===== config.mk =====
export PLATFORM = sky130hd
export DESIGN_NAME = ex_muldiv_unit
export DESIGN_NICKNAME = d
export VERILOG_FILES = /design/src/rtl/ex_muldiv_unit.sv
export SDC_FILE = /design/constraint.sdc
export NUM_CORES = 1
export LEC_CHECK = 0
export ABC_AREA = 1
export CAP_MARGIN = 5
export CORE_MARGIN = 2
export CORE_UTILIZATION = 51
export CTS_BUF_LIST = sky130_fd_sc_hd__clkbuf_8 sky130_fd_sc_hd__clkbuf_16
export CTS_CLUSTER_SIZE = 20
export DETAILED_ROUTE_END_ITERATION = 12
export PLACE_DENSITY = 0.78
export SYNTH_ARGS = -nofsm -noshare
export SYNTH_HDL_FRONTEND = slang
export SYNTH_SLANG_ARGS = --single-unit
export TNS_END_PERCENT = 20

===== constraint.sdc =====
create_clock -name clk_i -period 2.3 [get_ports clk_i]
set_input_delay 0.46 -clock clk_i [delete_from_list [all_inputs] [get_ports clk_i]]
set_output_delay 0.46 -clock clk_i [all_outputs]
set_load 0.03 [all_outputs]

===== src/rtl/ex_muldiv_unit.sv =====
// Iterative 32-cycle unsigned multiply / restoring divide for the EX stage.
// Define MULDIV_DIV_EN to build the divider; without it DIVU completes with zero results.
module ex_muldiv_unit #(
  parameter int WIDTH = 32
) (
  input  logic             clk_i,
  input  logic             rst_i,
  input  logic             start_i,
  input  logic             op_i,
  input  logic [WIDTH-1:0] a_i,
  input  logic [WIDTH-1:0] b_i,
  input  logic             flush_i,
  output logic             busy_o,
  output logic             stall_o,
  output logic             done_o,
  output logic [WIDTH-1:0] lo_o,
  output logic [WIDTH-1:0] hi_o
);

  localparam int CW = $clog2(WIDTH);
  localparam logic [CW-1:0] LAST_CNT = CW'(WIDTH - 1);

  typedef enum logic [1:0] {
    ST_IDLE,
    ST_RUN,
    ST_DONE
  } state_t;

  state_t           state_q, state_d;
  logic [CW-1:0]    cnt_q, cnt_d;
  logic             op_q, op_d;
  logic [WIDTH-1:0] opnd_q, opnd_d;
  logic [WIDTH-1:0] acc_hi_q, acc_hi_d;
  logic [WIDTH-1:0] acc_lo_q, acc_lo_d;
  logic [WIDTH-1:0] lo_q, lo_d;
  logic [WIDTH-1:0] hi_q, hi_d;

  logic             accept;
  logic [WIDTH:0]   mul_sum;
  logic [WIDTH-1:0] mul_hi, mul_lo;
  logic [WIDTH-1:0] step_hi, step_lo;

  assign accept = start_i & ~flush_i & (state_q != ST_RUN);

  // {acc_hi, acc_lo} starts as {0, multiplier}; the consumed multiplier bits shift out
  // of acc_lo as product bits shift in from the top.
  always_comb begin
    mul_sum = {1'b0, acc_hi_q} + (acc_lo_q[0] ? {1'b0, opnd_q} : '0);
    mul_hi  = mul_sum[WIDTH:1];
    mul_lo  = {mul_sum[0], acc_lo_q[WIDTH-1:1]};
  end

`ifdef MULDIV_DIV_EN
  logic [WIDTH:0]   div_diff;
  logic [WIDTH-1:0] div_hi, div_lo;

  // {acc_hi, acc_lo} = {remainder, dividend/quotient}; bit WIDTH of the difference is the borrow.
  always_comb begin
    div_diff = {acc_hi_q, acc_lo_q[WIDTH-1]} - {1'b0, opnd_q};
    if (div_diff[WIDTH]) begin
      div_hi = {acc_hi_q[WIDTH-2:0], acc_lo_q[WIDTH-1]};
    end else begin
      div_hi = div_diff[WIDTH-1:0];
    end
    div_lo = {acc_lo_q[WIDTH-2:0], ~div_diff[WIDTH]};
  end

  assign step_hi = op_q ? div_hi : mul_hi;
  assign step_lo = op_q ? div_lo : mul_lo;
`else
  assign step_hi = op_q ? '0 : mul_hi;
  assign step_lo = op_q ? '0 : mul_lo;
`endif

  always_comb begin
    state_d  = state_q;
    cnt_d    = cnt_q;
    op_d     = op_q;
    opnd_d   = opnd_q;
    acc_hi_d = acc_hi_q;
    acc_lo_d = acc_lo_q;
    lo_d     = lo_q;
    hi_d     = hi_q;
    if (flush_i) begin
      state_d = ST_IDLE;
    end else begin
      case (state_q)
        ST_IDLE, ST_DONE: begin
          state_d = ST_IDLE;
          if (accept) begin
            state_d  = ST_RUN;
            cnt_d    = '0;
            op_d     = op_i;
            opnd_d   = op_i ? b_i : a_i;
            acc_hi_d = '0;
            acc_lo_d = op_i ? a_i : b_i;
          end
        end
        ST_RUN: begin
          acc_hi_d = step_hi;
          acc_lo_d = step_lo;
          cnt_d    = cnt_q + CW'(1);
          if (cnt_q == LAST_CNT) begin
            state_d = ST_DONE;
            lo_d    = step_lo;
            hi_d    = step_hi;
          end
        end
        default: state_d = ST_IDLE;
      endcase
    end
  end

  always_ff @(posedge clk_i or negedge rst_i) begin
    if (!rst_i) begin
      state_q  <= ST_IDLE;
      cnt_q    <= '0;
      op_q     <= 1'b0;
      opnd_q   <= '0;
      acc_hi_q <= '0;
      acc_lo_q <= '0;
      lo_q     <= '0;
      hi_q     <= '0;
    end else begin
      state_q  <= state_d;
      cnt_q    <= cnt_d;
      op_q     <= op_d;
      opnd_q   <= opnd_d;
      acc_hi_q <= acc_hi_d;
      acc_lo_q <= acc_lo_d;
      lo_q     <= lo_d;
      hi_q     <= hi_d;
    end
  end

  assign busy_o  = (state_q == ST_RUN);
  assign done_o  = (state_q == ST_DONE);
  assign stall_o = (state_q == ST_RUN) | accept;
  assign lo_o    = lo_q;
  assign hi_o    = hi_q;

endmodule


Word-level counts from Yosys, hierarchy flattened
Index checks and enable logic that the tools add are counted.
{"block": "word_totals", "register_bits": 168, "in_bits": 69, "out_inout_bits": 67, "wordCells": 41}
{"block": "op_classes", "add_sub_neg": 2, "eq_ne": 6, "mux": 15, "bitwise": 4, "reduce_logical": 6}
{"operator": "$mux W32", "n": 7}
{"operator": "$pmux W32 S2", "n": 2}
{"operator": "$add A32 B32 Y33", "n": 1}
{"operator": "$pmux W5 S2", "n": 1}
{"operator": "$reduce_and A3 Y1", "n": 3}
{"operator": "$add A5 B1 Y5 const B", "n": 1}
{"operator": "$eq A5 B5 Y1 const B", "n": 1}
{"operator": "$mux W5", "n": 1}
{"operator": "$mux W2", "n": 2}
{"operator": "$pmux W2 S2", "n": 1}
{"operator": "$ne A3 B2 Y1 const B", "n": 1}
{"operator": "$and A1 B1 Y1", "n": 2}
{"operator": "$eq A2 B1 Y1 const B", "n": 1}
{"operator": "$eq A2 B2 Y1 const B", "n": 1}
{"operator": "$logic_not A2 Y1", "n": 1}
{"operator": "$ne A2 B1 Y1 const B", "n": 1}
{"operator": "$ne A2 B2 Y1 const B", "n": 1}
{"operator": "$reduce_bool A2 Y1", "n": 1}
{"operator": "$reduce_or A2 Y1", "n": 1}
{"operator": "$mux W1", "n": 1}
{"operator": "$not A1 Y1", "n": 1}
{"operator": "$or A1 B1 Y1", "n": 1}

Logic depth before layout (Yosys ltp)
Gate-level depths: netlist (run 1).
{"block": "logic_depth", "word_depth": 6, "ltp_mapped": 18}

Least setup slack after synthesis (run 1)
OpenSTA, ideal clock, no wires.
{"block": "synth_path", "kind": "register to register", "start": "register acc_lo_q[0]", "end": "register hi_q[19] (netlist: hi_o[19])", "arrival_time_ps": 2194, "required_time_ps": 2167, "setup_slack_ps": -27, "path_stages_with_launch": 18, "n_path_buf": 2, "period_less_slack_ps": 2327, "path_cell_list": "dfrtp_1 clkbuf_1 clkbuf_1 nand2_1 inv_1 ha_1 inv_1 fa_1 inv_1 nand3_1 nand3_1 nand3_1 nand3_2 nand2_1 nand2_1 nand2_1 nand3_1 o21ai_1"}
{"block": "synth_between", "elab_chain_len": 3}
{"element": "start, declared", "line_no": "34", "rtl": "logic [WIDTH-1:0] acc_lo_q, acc_lo_d;"}
{"element": "start signal, assigned", "line_no": "130", "rtl": "acc_lo_q <= acc_lo_d;"}
{"element": "$mux W32", "line_no": "48", "rtl": "mul_sum = {1'b0, acc_hi_q} + (acc_lo_q[0] ? {1'b0, opnd_q} : '0);"}
{"element": "$add A32 B32 Y33", "line_no": "48"}
{"element": "$mux W32", "line_no": "71", "rtl": "assign step_hi = op_q ? '0 : mul_hi;"}
{"element": "end signal, assigned", "line_no": "132", "rtl": "hi_q <= hi_d;"}
{"element": "end, declared", "line_no": "36", "rtl": "logic [WIDTH-1:0] hi_q, hi_d;"}
No other way between the ends.
A chain may end at the register's enable or synchronous reset.

Worst setup path in the final report (run 1)
{"block": "layout_path", "start": "register acc_lo_q[0]", "end": "register hi_q[27] (netlist: hi_o[27])"}
The elaborated chain is that of the path after synthesis.

==> results of run 1 <==
==> per-stage QoR <==
step / TNS, ps / worst slack, ps
floorplan: 0 / 64.9
global placement: 0 / 122
detailed placement: 0 / 66.2
CTS: 0 / 50.5
global route: -299 / -47.2
finish: 0 / 105
==> power by group <==
group / switching (mW) / internal [mW] / leakage [nW]
clock network: 1.42 / 1.47 / 0.291
registers: 0.313 / 3.37 / 2.19
logic: 1.93 / 1.23 / 3.92
==> cell usage after synthesis (all sizes together) <==
library cell	n
a211oi	31
a21oi	24
a31oi	1
and2	1
and3	1
buf	38
clkbuf	27
dfrtp	168
fa	1
ha	34
inv	195
nand2	505
nand3	49
nand3b	3
nand4	25
nor2	85
nor3	5
o21a	2
o21ai	170
o21bai	2
o22a	31
o31ai	3
or2	9
==> worst reg2reg max path: stages, from the launching register on <==
cell     delay (ps)
dfrtp_1         420
buf_4           200
nand2_1          70
inv_1            60
ha_2            390
nand2_1         130
nor2_2          120
inv_1           100
nor3_1          170
nand2_1         120
nand2_1          80
nand2_1          70
nand4_1          90
nand2_1          60
==> logic make-up after synthesis <==
group | count (synthesis) | synth area share, %
flops | 168 | 41.3
fa+ha+maj | 35 | 4.38
buf+inv | 260 | 10.6
simple gates | 683 | 28.1
compound gates | 264 | 15.6
==> state kept, by name (all words and copies together) (netlist names) <==
name and flops:
lo_o 32, hi_o 32, op_q 1, cnt_q 5, acc_hi_q 32, acc_lo_q 32, state_q 2, opnd_q 32
==> layout make-up <==
cell class                 count  area [um2]  share of cell area, %
multi-input combinational    982        5190                   41.0
sequential                   168        4200                   33.2
timing repair buffer         157        1610                   12.7
inverter                     195         732                   5.78
clock buffer                  17         425                   3.36
tap                          265         332                   2.62
clock inverter                15         173                   1.36
==> worst paths after layout <==
| path | slack [ps] | end | cells after the start | startpoint |
|---|---|---|---|---|
| min in group asynchronous | 490 | hi_o[8] | 2 | rst_i |
| setup reg to reg | 100 | hi_o[27] | 13 | acc_lo_q[0] |
| hold reg to reg | 480 | hi_o[21] | 2 | hi_o[21] |
| setup / recovery | 100 | hi_o[27] | 13 | acc_lo_q[0] |
| max in group asynchronous | 1100 | acc_lo_q[21] | 3 | rst_i |
| hold / removal | 480 | hi_o[21] | 2 | hi_o[21] |
==> metal layers <==
layer | track usage (%) | share of wire (%)
met1 | 36.9 | 46
met2 | 41.4 | 46
met3 | 5.09 | 5.7
met4 | 8.68 | 2.1
met5 | 0 | 0
==> repair_timing <==
item                                   in CTS  in global routing
endpoints found under the hold margin      34                  0
resized for setup                           0                 71
setup endpoints to repair                   0                 49
hold buffers                                1                  0
==> flow_metrics.tcl, run 1 <==
set metrics [dict create \
    synth.distinct_cells 38 \
    port_buffers 135 \
    cp_max_fo 13 \
    status "completed" \
    fmax_mhz 456 \
    fin_hold_ws_ps 476 \
    ys_warn_count 0 \
    cts_setup_buffers 0 \
    drive_gt1_share_pct 11.6 \
    maxSlewViolCount 0 \
    rsz0062_at_grt "yes" \
    clk_latency_ps 440 \
    hpwlAfterDp_mm 19.7 \
    antenna_found_initial 0 \
    path_clk_slew_ps 70 \
    gp_congestion 0.948 \
    ys_seq_area_share_pct 41.3 \
    synth_seq_cells 168 \
    final_area_um2 12700 \
    first_global_vias 9228 \
    cpMaxStageDelayCell "dfrtp_1" \
    cp-end-kind "flip-flop" \
    vias 9568 \
    die_area_um2 21100 \
    placed_cell_area_um2 11800 \
    wl_per_cell_um 15.4 \
    grt_start_max_net_pins 79 \
    core-area_um2 19500 \
    arrival_ps 2530 \
    die_y_um 145 \
    synthCells 1410 \
    synth_area_um2 10200 \
    dr.pass1.iters 5 \
    min_period_over_period_pct 95.4 \
    synthTopCellsByArea "dfrtp_1 41%, nand2_1 18%, inv_1 6.8%" \
    drc 0 \
    path_delay_family "simple AND/OR/NAND/NOR gates" \
    grt_usage_pct 26.4 \
    total_power_mw 9.73 \
    final-setup-viol-count 0 \
    start_util_pct 52.1 \
    cts.sinks 168 \
    syn_nets 1514 \
    cpPeakStageDelay_ps 420 \
    relSlewSlack_pct 51.6 \
    min_path_type "reg -> reg" \
    drt_iter0_drc 736 \
    final_cells 1799 \
    grt_pass1_wl_mm 45.4 \
    antenna_cells 0 \
    layout_common_cells "481 x nand2_1, 182 x inv_1, 168 x dfrtp_1" \
    wl_mm 27.6 \
    route.antenna.remaining_nets 0 \
    power.leakage_nw 6.40 \
    cts_buffers 17 \
    rows 51 \
    fillers 1749 \
    hold_viol 0 \
    yosys.area.top_type "dfrtp_1" \
    nNetsFinal 1625 \
    cts_max_level 4 \
    avgSynthCellArea_um2 7.22 \
    io_pins 136 \
    path_cells "buf_4 -> nand2_1 -> inv_1 -> ha_2 -> nand2_1 -> nor2_2 -> inv_1 -> nor3_1 -> nand2_1 -> nand2_1 -> nand2_1 -> nand4_1 -> nand2_1" \
    cts_tree "yes" \
    cts_root_buffer "clkbuf_16" \
    cp-start-kind "flip-flop" \
    critPathMostFrequentCell "nand2_1" \
    yosys.area.top_type_share_pct 41.3 \
    die_w_um 145 \
    viasPerCell 5.32 \
    worstMarginPinSlew_ps 725 \
    skew_ps 11.8 \
    peakVddDrop_uv 549 \
    finalCriticalPeriod_ps 2200 \
    path_buf_inv 3 \
    placed_cells 1766 \
    area_growth_pct 24.5 \
    grt_overflow 0 \
    power_density_nw_per_um2 768 \
    crit_required_ps 2630 \
    critPathKind "reg -> reg" \
    layout_commonest_cell "nand2_1" \
    fin_util_pct 64.9 \
    maxCapViolCount 0 \
    clk_path_buf_depth 2 \
]
Power figures use the tool's default switching activity.
==> run 2, diff against run 1 <==
--- a/config.mk
+++ b/config.mk
@@ -7,12 +7,14 @@
 export LEC_CHECK = 0
 export ABC_AREA = 1
 export CAP_MARGIN = 5
+export CELL_PAD_IN_SITES_DETAIL_PLACEMENT = 1
+export CELL_PAD_IN_SITES_GLOBAL_PLACEMENT = 1
 export CORE_MARGIN = 2
-export CORE_UTILIZATION = 51
+export CORE_UTILIZATION = 37
 export CTS_BUF_LIST = sky130_fd_sc_hd__clkbuf_8 sky130_fd_sc_hd__clkbuf_16
-export CTS_CLUSTER_SIZE = 20
+export CTS_CLUSTER_SIZE = 8
 export DETAILED_ROUTE_END_ITERATION = 12
-export PLACE_DENSITY = 0.78
+export PLACE_DENSITY_LB_ADDON = 0.1
 export SYNTH_ARGS = -nofsm -noshare
 export SYNTH_HDL_FRONTEND = slang
 export SYNTH_SLANG_ARGS = --single-unit
==> run 2 against run 1 <==
Compared with the run above: global-route usage is 3.2 points lower; critical path depth is 1 higher; largest cell class unchanged; cell count grew 4.9%.
==> flow_metrics.tcl, run 2 (synthesis results as in run 1) <==
set metrics [dict create \
    r2r_slack_ps 80 \
    p_sw_share_pct 38.5 \
    area_growth_pct 29.5 \
    r2r.worst_path.cells 14 \
    pre_cts_ws_ps -82.8 \
    cts.sinks 168 \
    critPathMostFrequentCell "nand2_1" \
    worstSetupEndpoint "acc_hi_q[12]" \
    reg2reg_from "acc_lo_q[0]" \
    rsz0062_at_grt "yes" \
    first_global_vias 9876 \
    grt_overflow 0 \
    gp_congestion 0.846 \
    final_cells 1888 \
    crit_required_ps 2610 \
    grt_usage_pct 23.2 \
    die_w_um 170 \
    arrival_ps 2530 \
    layout_commonest_cell "nand2_1" \
    viasPerCell 5.04 \
    hold_viol 0 \
    fin_hold_ws_ps 480 \
    cpMaxStageDelayCell "dfrtp_2" \
    skew_ps 26.1 \
    finalCriticalPeriod_ps 2220 \
    final_area_um2 13200 \
    path_cells "buf_12 -> nand2_1 -> inv_1 -> ha_4 -> nand2_2 -> inv_1 -> nand2_1 -> nand2_1 -> a21oi_2 -> nand2_2 -> buf_4 -> or2_1 -> nand3_2 -> o21ai_1" \
    drive_gt1_share_pct 14.0 \
    cts_max_level 4 \
    cp_max_fo 18 \
    path_delay_family "simple AND/OR/NAND/NOR gates" \
    cp-start-kind "flip-flop" \
    clk_path_buf_depth 2 \
    drc 0 \
    cts_buffers 17 \
    cts_root_buffer "clkbuf_16" \
    fillers 3321 \
    peakVddDrop_uv 573 \
    cpPeakStageDelay_ps 450 \
    clk_latency_ps 450 \
    worstMarginPinSlew_ps 568 \
    final-setup-viol-count 0 \
    io_pins 136 \
    clkPwrFrac_pct 29.0 \
    die_area_um2 28800 \
    start_util_pct 37.8 \
    wl_per_cell_um 17.3 \
    worstSetupPathDepth 14 \
    cp-end-kind "flip-flop" \
    min_path_type "reg -> reg" \
    min_period_over_period_pct 96.5 \
    seq_power_share_pct 36.1 \
    p_int_mw 6.34 \
    core-area_um2 27000 \
    grt_pass1_wl_mm 52.6 \
    power.leakage_nw 6.52 \
    antenna_found_initial 0 \
    placed_cells 1852 \
    cts_tree "yes" \
    die_y_um 170 \
    antenna_cells 0 \
    grt_start_max_net_pins 70 \
    route.antenna.remaining_nets 0 \
    layout_common_cells "468 x nand2_1, 181 x inv_1, 167 x dfrtp_1" \
    maxCapViolCount 0 \
    status "completed" \
    maxSlewViolCount 0 \
    path_clk_slew_ps 80 \
    power_density_nw_per_um2 783 \
    r2r_end "acc_hi_q[12]" \
    wl_mm 32.7 \
    relSlewSlack_pct 62.1 \
    fin_util_pct 48.9 \
    nNetsFinal 1638 \
    combPwrFrac_pct 34.9 \
    p_sw_mw 3.98 \
    setup_slack_ps 81.6 \
    fmax_mhz 451 \
    crit_start "acc_lo_q[0]" \
    port_buffers 135 \
    rows 60 \
    path_buf_inv 4 \
    total_power_mw 10.3 \
    drt_iter0_drc 323 \
    vias 9508 \
    dr.pass1.iters 5 \
    hpwlAfterDp_mm 23.8 \
    tns_ps 0 \
    placed_cell_area_um2 12000 \
    critPathKind "reg -> reg" \
]
[run 2: changes by cell type in the layout (fill, tap and decap cells not counted), sizes merged]
cell / change
clkinv: +2
buf: +13
clkbuf: +1
inv: -2
clkinvlp: -1
[run 2: cell type report]
| class | count | area, um2 | share of cell area [%] |
|---|---|---|---|
| Inverter | 195 | 732 | 5.55 |
| Clock inverter | 14 | 178 | 1.35 |
| Sequential cell | 168 | 4210 | 31.9 |
| Multi-Input combinational cell | 982 | 5440 | 41.3 |
| Timing Repair Buffer | 170 | 1760 | 13.3 |
| Clock buffer | 18 | 439 | 3.33 |
| Tap cell | 341 | 427 | 3.24 |
[run 2: repair_timing]
action | in CTS | in global routing
resized for setup | 13 | 101
endpoints found under the hold margin | 11 | 0
buffers inserted | 0 | 3
hold buffers | 1 | 0
pin swaps | 1 | 15
setup endpoints to repair | 28 | 52
[run 2: worst min path at each step]
stage	startpoint	end	cells past startpoint
after global routing	hi_o[28]	hi_o[28]	2
after global placement	rst_i	acc_hi_q[8]	1
final	hi_o[28]	hi_o[28]	2
after detailed placement	rst_i	acc_hi_q[8]	1
after floorplan	rst_i	acc_hi_q[0]	0
after CTS	hi_o[28]	hi_o[28]	2
[run 2: worst min-delay path, cell delays in order (launching register included)]
cell     delay [ps]
dfrtp_1         340
nand2_1          50
nand2_1          50
[run 2: per-layer routing]
metal,wire length (um),vias to the layer above,GRT usage [%]
met5,0,-,0
met4,331,0,3.83
met3,953,19,3.60
met2,15800,121,39.9
met1,15600,4615,31.4
li1,-,4753,-
[run 2: power groups by stage]
| stage | Clock, mW | Combinational, mW | Sequential [mW] |
|---|---|---|---|
| after floorplan | 0 | 2.05 | 3.59 |
| after global routing | 3.19 | 4.00 | 3.77 |
| after global placement | 0 | 3.00 | 3.70 |
| final | 2.99 | 3.60 | 3.72 |
| after detailed placement | 0 | 3.07 | 3.72 |
| after CTS | 3.10 | 3.16 | 3.68 |
